==> config.mk <==
export PLATFORM = sky130hd
export DESIGN_NAME = pipe_hold_ctrl
export DESIGN_NICKNAME = d
export VERILOG_FILES = /design/src/rtl/tinyriscv_pkg.sv /design/src/rtl/pipe_hold_perf.sv /design/src/rtl/pipe_hold_ctrl.sv
export SDC_FILE = /design/constraint.sdc
export NUM_CORES = 1
export LEC_CHECK = 0
export ABC_AREA = 1
export ABC_CLOCK_PERIOD_IN_PS = 3350
export CAP_MARGIN = 20
export CORE_MARGIN = 2
export CORE_UTILIZATION = 25
export DETAILED_ROUTE_END_ITERATION = 10
export PLACE_DENSITY = 0.62
export SYNTH_ARGS = -nofsm -noshare
export SYNTH_HDL_FRONTEND = slang
export SYNTH_SLANG_ARGS = --single-unit
==> constraint.sdc <==
create_clock -name clk_i -period 3.35 [get_ports clk_i]
set_input_delay 0.335 -clock clk_i [delete_from_list [all_inputs] [get_ports clk_i]]
set_output_delay 0.335 -clock clk_i [all_outputs]
set_load 0.01 [all_outputs]
==> src/rtl/tinyriscv_pkg.sv <==
// Shared pipeline-control types: sequencer states and hold-source codes.
package tinyriscv_pkg;

  typedef enum logic [1:0] {
    RUN   = 2'd0,
    FLUSH = 2'd1,
    HOLD  = 2'd2
  } pipe_state_e;

  localparam logic [1:0] HOLD_NONE = 2'd0;
  localparam logic [1:0] HOLD_EX   = 2'd1;
  localparam logic [1:0] HOLD_BUS  = 2'd2;
  localparam logic [1:0] HOLD_JTAG = 2'd3;

endpackage

==> src/rtl/pipe_hold_perf.sv <==
// Saturating stall/jump event counters for pipe_hold_ctrl.
module pipe_hold_perf (
  input  logic        clk_i,
  input  logic        rst_i,
  input  logic        stall_inc,
  input  logic        jump_inc,
  output logic [31:0] stall_cnt_o,
  output logic [31:0] jump_cnt_o
);

  always_ff @(posedge clk_i or posedge rst_i) begin
    if (rst_i) begin
      stall_cnt_o <= '0;
      jump_cnt_o  <= '0;
    end else begin
      if (stall_inc && stall_cnt_o != '1)
        stall_cnt_o <= stall_cnt_o + 32'd1;
      if (jump_inc && jump_cnt_o != '1)
        jump_cnt_o <= jump_cnt_o + 32'd1;
    end
  end

endmodule

==> src/rtl/pipe_hold_ctrl.sv <==
// Pipeline hold/jump/flush sequencer for PC, IF/ID and ID/EX.
// Define PIPE_HOLD_CTRL_PERF_EN to add stall/jump counters.
module pipe_hold_ctrl
  import tinyriscv_pkg::*;
#(
  parameter int AW           = 32,
  parameter int FLUSH_CYCLES = 1
) (
  input  logic          clk_i,
  input  logic          rst_i,
  input  logic          jump_req_i,
  input  logic [AW-1:0] jump_addr_i,
  input  logic          hold_ex_i,
  input  logic          hold_bus_i,
  input  logic          hold_jtag_i,
  output logic          pc_en_o,
  output logic          pc_load_o,
  output logic [AW-1:0] pc_next_o,
  output logic          if_id_en_o,
  output logic          id_ex_en_o,
  output logic          if_id_flush_o,
  output logic          id_ex_flush_o,
  output logic [1:0]    hold_src_o,
  output logic          busy_o
`ifdef PIPE_HOLD_CTRL_PERF_EN
  ,
  output logic [31:0]   stall_cnt_o,
  output logic [31:0]   jump_cnt_o
`endif
);

  pipe_state_e   state;
  logic [2:0]    flush_cnt;
  logic          pend;
  logic [AW-1:0] pend_addr;

  logic hold_any;
  logic jump_go;
  logic flush_go;

  assign hold_any = hold_jtag_i | hold_bus_i | hold_ex_i;

  // A jump seen in FLUSH comes from a squashed instruction.
  assign jump_go  = !hold_any && state != FLUSH
                  && (jump_req_i || pend);
  assign flush_go = !hold_any && !jump_go
                  && (state == FLUSH
                      || (state == HOLD && flush_cnt != 3'd0));

  assign pc_en_o       = !rst_i && !hold_any;
  assign if_id_en_o    = !rst_i && !hold_any;
  assign id_ex_en_o    = !rst_i && !hold_any;
  assign pc_load_o     = !rst_i && jump_go;
  assign if_id_flush_o = !rst_i && (jump_go || flush_go);
  assign id_ex_flush_o = !rst_i && (jump_go || flush_go);
  assign busy_o        = !rst_i && (state != RUN || pend);

  always_comb begin
    pc_next_o = '0;
    if (pc_load_o)
      pc_next_o = jump_req_i ? jump_addr_i : pend_addr;
  end

  always_comb begin
    hold_src_o = HOLD_NONE;
    if (!rst_i) begin
      unique case (1'b1)
        hold_jtag_i:                 hold_src_o = HOLD_JTAG;
        hold_bus_i && !hold_jtag_i:  hold_src_o = HOLD_BUS;
        hold_ex_i && !hold_bus_i
          && !hold_jtag_i:           hold_src_o = HOLD_EX;
        default:                     hold_src_o = HOLD_NONE;
      endcase
    end
  end

  always_ff @(posedge clk_i or posedge rst_i) begin
    if (rst_i) begin
      state     <= RUN;
      flush_cnt <= 3'd0;
      pend      <= 1'b0;
      pend_addr <= '0;
    end else if (hold_any) begin
      state <= HOLD;
      if (jump_req_i) begin
        pend      <= 1'b1;
        pend_addr <= jump_addr_i;
      end
    end else if (jump_go) begin
      pend      <= 1'b0;
      flush_cnt <= 3'(FLUSH_CYCLES - 1);
      state     <= (FLUSH_CYCLES > 1) ? FLUSH : RUN;
    end else if (flush_go) begin
      if (flush_cnt != 3'd0)
        flush_cnt <= flush_cnt - 3'd1;
      state <= (flush_cnt <= 3'd1) ? RUN : FLUSH;
    end else begin
      state <= RUN;
    end
  end

`ifdef PIPE_HOLD_CTRL_PERF_EN
  pipe_hold_perf u_perf (
    .clk_i       (clk_i),
    .rst_i       (rst_i),
    .stall_inc   (hold_any),
    .jump_inc    (jump_go),
    .stall_cnt_o (stall_cnt_o),
    .jump_cnt_o  (jump_cnt_o)
  );
`endif

endmodule

Word level (Yosys, flattened, before mapping)
Index checks and enable logic that the tools add are counted.
{"block": "totals", "ff_bits": 38, "inputBits": 38}
{"block": "classes", "n_addsub": 1, "magnitude_cmp": 1, "eq_ne": 4, "muxes": 14, "bitwise": 3, "n_reduce_logical": 28}
{"operator": "32-bit 2-to-1 mux", "n": 2}
{"operator": "1-bit logical AND", "n": 12}
{"operator": "3-bit 2-to-1 mux", "n": 3}
{"operator": "2-bit nonzero test", "n": 4}
{"operator": "1-bit 2-to-1 mux", "n": 6}
{"operator": "2-bit one-hot mux with 3 select lines", "n": 1}
{"operator": "1-bit logical NOT", "n": 5}
{"operator": "1-bit logical OR", "n": 4}
{"operator": "2-bit 2-to-1 mux", "n": 2}
{"operator": "3-bit by 1-bit <= comparator with 1-bit output, second input constant", "n": 1}
{"operator": "3-bit AND reduction", "n": 1}
{"operator": "3-bit nonzero test", "n": 1}
{"operator": "3-bit by 1-bit subtractor with 3-bit output, second input constant", "n": 1}
{"operator": "2-bit by 1-bit equality test with 1-bit output, second input constant", "n": 1}
{"operator": "2-bit equality test, second input constant", "n": 1}
{"operator": "2-bit by 1-bit != test with 1-bit output, second input constant", "n": 1}
{"operator": "2-bit != test, second input constant", "n": 1}
{"operator": "1-bit OR", "n": 2}
{"operator": "2-bit AND reduction", "n": 1}
{"operator": "1-bit inverter", "n": 1}

Depth between registers and ports, before layout
{"block": "logic_depth", "ltp_word": 11, "ltp_mapped": 10}

Worst setup path after synthesis
OpenSTA, ideal clock, no wires.
{"block": "synth_timing", "path_kind": "register to output", "from": "reg flush_cnt[0]", "to": "out if_id_flush_o", "arrival_ns": 1.300, "slack_ns": 1.715, "path_stages_with_launch": 9, "path_cell_list": "dfrtp_1 inv_1 ha_1 nand2_1 nand2_1 nand2_1 nand2_1 a21oi_1 buf_4"}
{"block": "synth_between", "elab_chain_len": 6}
{"item": "start: declaration", "line_no": "pipe_hold_ctrl.sv:33", "rtl": "logic [2:0] flush_cnt;"}
{"item": "start signal: assignment", "line_no": "pipe_hold_ctrl.sv:91", "rtl": "flush_cnt <= 3'(FLUSH_CYCLES - 1);"}
{"item": "start signal: assignment", "line_no": "pipe_hold_ctrl.sv:95", "rtl": "flush_cnt <= flush_cnt - 3'd1;"}
{"item": "3-bit nonzero test", "line_no": "pipe_hold_ctrl.sv:48", "rtl": "|| (state == HOLD && flush_cnt != 3'd0));"}
{"item": "1-bit logical AND", "line_no": "pipe_hold_ctrl.sv:48"}
{"item": "1-bit logical OR", "line_no": "pipe_hold_ctrl.sv:48"}
{"item": "1-bit logical AND", "line_no": "pipe_hold_ctrl.sv:47", "rtl": "&& (state == FLUSH"}
{"item": "1-bit logical OR"}
{"item": "1-bit logical AND"}
{"item": "end: declaration", "line_no": "pipe_hold_ctrl.sv:21", "rtl": "output logic if_id_flush_o,"}
Every way passes these cells.

Worst setup path after layout
{"block": "layout_timing", "from": "in hold_jtag_i", "to": "out if_id_flush_o"}
{"block": "layout_between", "elab_chain_len": 10}
{"item": "start: declaration", "line_no": "pipe_hold_ctrl.sv:15", "rtl": "input logic hold_jtag_i,"}
{"item": "1-bit OR * (2 in a row)", "line_no": "pipe_hold_ctrl.sv:41", "rtl": "assign hold_any = hold_jtag_i | hold_bus_i | hold_ex_i;"}
{"item": "1-bit logical NOT *", "line_no": "pipe_hold_ctrl.sv:44, pipe_hold_ctrl.sv:46"}
{"item": "1-bit logical AND", "line_no": "pipe_hold_ctrl.sv:44", "rtl": "assign jump_go = !hold_any && state != FLUSH"}
{"item": "1-bit logical AND", "line_no": "pipe_hold_ctrl.sv:45", "rtl": "&& (jump_req_i || pend);"}
{"item": "1-bit logical NOT", "line_no": "pipe_hold_ctrl.sv:46", "rtl": "assign flush_go = !hold_any && !jump_go"}
{"item": "1-bit logical AND", "line_no": "pipe_hold_ctrl.sv:46"}
{"item": "1-bit logical AND", "line_no": "pipe_hold_ctrl.sv:47"}
{"item": "1-bit logical OR *", "line_no": "pipe_hold_ctrl.sv:54", "rtl": "assign if_id_flush_o = !rst_i && (jump_go || flush_go);"}
{"item": "1-bit logical AND *", "line_no": "pipe_hold_ctrl.sv:54"}
Mark *: on every way between the ends. The rest lies on a longest branch, timed or not.

==> results_dict.tcl <==
set metrics [dict create \
    maxCapViolations 0 \
    cp.arrival_ps 2240 \
    h-tree-depth 2 \
    maxSlewHeadroom 0.546 \
    switchingPower_w 0.000339 \
    start_kind "primary input" \
    met2_usage 0.185 \
    synthDistinctLibCells 22 \
    grt_util_all_layers 0.109 \
    powerDensity_nw_per_um2 382 \
    yosysSeqAreaShare 0.436 \
    switching_share 0.290 \
    netlist_area_um2 2180 \
    synth_area_per_cell_um2 8.45 \
    grt_first_pass_wirelength_mm 8.77 \
    wl_mm 5.04 \
    combPwrFrac 0.259 \
    numCtsBuffers 5 \
    core_um2 8590 \
    synthesis.nets 299 \
    vias 1937 \
    final_cell_mix "clkdlybuf4s50_1 (77), nand2_1 (62), nor2_1 (42)" \
    antenna_found_initial 0 \
    grt_overflow_total 0 \
    diodes 0 \
    hpwl_mm 3.61 \
    via_per_inst 4.44 \
    final-setup-viol-count 0 \
    p_int_w 0.000828 \
    cts_root_buf "clkbuf_8" \
    worst-path-buf-inv 4 \
    drive_gt1_frac 0.119 \
    slew_violations 0 \
    post_cts_resized 0 \
    cts_hold_buf 0 \
    hp-class "reg2reg" \
    yosysTopAreaCellShare 0.436 \
    tns_ps 0 \
    die_x_um 97.4 \
    end_kind "primary output" \
    yosys.area.top_type "dfrtp_1" \
    area_delta_synth_final_pct 40.0 \
    layout.nets 370 \
    clock_path_buffers 2 \
    status "complete, no violations" \
    min_period_over_period 0.768 \
    grt_pass1_vias 1992 \
    port_buffers 78 \
    clkTransAtPathRegs_ps 70 \
    insertion_delay_ps 280 \
    place_ws_ps 769 \
    rsz0062_at_grt "false" \
    clock_skew_ps 4.28 \
    max_freq_ghz 0.389 \
    ys_seq_elements 38 \
    mostFrequentLayoutCell "clkdlybuf4s50_1" \
    drc 0 \
    power_frac_seq 0.485 \
    initial_core_util 0.254 \
    worst_slew_pin_slew_ps 677 \
    first_iter_violations 48 \
    ant_nets 0 \
    yosys_warnings 0 \
    grt_max_degree 40 \
    cp_max_fo 39 \
    syn_inst 258 \
    ys_top_cells_by_area "dfrtp_1 (44%), nand2_1 (11%), nor2_1 (7.2%), mux2i_1 (6.4%), a21oi_2 (6.0%)" \
    worst_slack_ps 777 \
    post-route-min-period_ps 2570 \
    cp_slowest_cell "clkdlybuf4s50_1" \
    use_met1 0.137 \
    path_cells "clkdlybuf4s50_1 -> nor2_2 -> nand2_2 -> buf_4 -> inv_2 -> nand2_2 -> a21oi_1 -> clkdlybuf4s50_1" \
    clock-sinks 38 \
    io_pins 79 \
    wire_per_inst_um 11.5 \
    crit_path_max_incr_delay_ps 570 \
    crit_family "buffers and inverters" \
    critPathKind "in2out" \
    gp_congestion 0.815 \
    power_leakage_nw 1.28 \
    post_cts_buffers 0 \
    clkPwrFrac 0.256 \
    fp-row-count 34 \
    dieArea_um2 9490 \
    met3_usage 0.0266 \
    tritoncts "yes" \
    hold_viol 0 \
    die_y_um 97.4 \
    grt-busiest-layer "met2" \
    firstDrtPassIters 4 \
    ir_worst_vdd_uv 195 \
    critPathRequiredTime_ps 3010 \
]
## power by group through the flow
stage / Combinational, W / Sequential [W] / Clock [W]
after floorplan: 0.000210 / 0.000565 / 0
after global placement: 0.000299 / 0.000572 / 0
after detailed placement: 0.000307 / 0.000574 / 0
after CTS: 0.000308 / 0.000566 / 0.000320
after global routing: 0.000347 / 0.000578 / 0.000334
final: 0.000302 / 0.000566 / 0.000298
## worst paths after layout
kind / startpoint / endpoint / slack, ps / depth (start not counted)
worst min register to register: flush_cnt[1]$_DFFE_PP0P_ / flush_cnt[1]$_DFFE_PP0P_ / 470 / 2
worst min-delay path: flush_cnt[1]$_DFFE_PP0P_ / flush_cnt[1]$_DFFE_PP0P_ / 470 / 2
worst max register to register: flush_cnt[0]$_DFFE_PP0P_ / flush_cnt[0]$_DFFE_PP0P_ / 2000 / 10
min in group asynchronous: rst_i / pend$_DFFE_PP0P_ / 600 / 2
max in group asynchronous: rst_i / state[1]$_DFF_PP0_ / 2100 / 3
worst max-delay path: hold_jtag_i / if_id_flush_o / 780 / 8
## kinds of logic after synthesis
logic type | count (synthesis) | share of synthesized area
compound gates | 57 | 0.173
simple gates | 117 | 0.219
xor+xnor | 1 | 0.00402
mux | 14 | 0.0643
fa+ha+maj | 3 | 0.0172
buf+inv | 28 | 0.0866
flops | 38 | 0.436
## tightest hold or removal path: stages, from the launching register on
cell	delay [ps]
dfrtp_1	340
nand2_1	50
nand2_1	50
## per-stage QoR
step / area [um2] / utilization / hold slack (ps) / total power, W / cells
5_1_grt: 3050 / 0.355 / 530 / 0.00126 / 436
3_5_place_dp: 2970 / 0.346 / 459 / 0.000881 / 430
4_1_cts: 3050 / 0.355 / 476 / 0.00119 / 436
3_3_place_gp: 2970 / 0.346 / 459 / 0.000871 / 430
6_report: 3050 / 0.355 / 474 / 0.00117 / 436
2_1_floorplan: 2180 / - / 442 / 0.000775 / 258
## cell type report
| cell class | count | area, um2 |
|---|---|---|
| flip-flops and latches | 38 | 951 |
| clock buffers | 6 | 82.6 |
| fillers | 900 | 5540 |
| multi-input cells | 192 | 1040 |
| inverters | 10 | 37.5 |
| repair buffers | 82 | 806 |
| well taps | 108 | 135 |
## layer usage
layer | routed length, um | vias up
met5 | 0 | -
met4 | 36 | 0
met3 | 282 | 4
met2 | 2380 | 56
met1 | 2330 | 889
li1 | - | 988
## cells in the mapped netlist (all sizes together)
| cell type | n |
|---|---|
| o22ai | 1 |
| a21oi | 22 |
| buf | 18 |
| xnor2 | 1 |
| o21ai | 16 |
| mux2i | 14 |
| inv | 10 |
| nand2 | 68 |
| a31oi | 18 |
| ha | 3 |
| dfrtp | 38 |
| nor2 | 46 |
| nand3 | 3 |
## registers in the layout (all words and copies together) (netlist names)
signal     cells
pend           1
pend_addr     32
state          2
flush_cnt      3
Note: power is estimated with default switching activity, not from simulation.
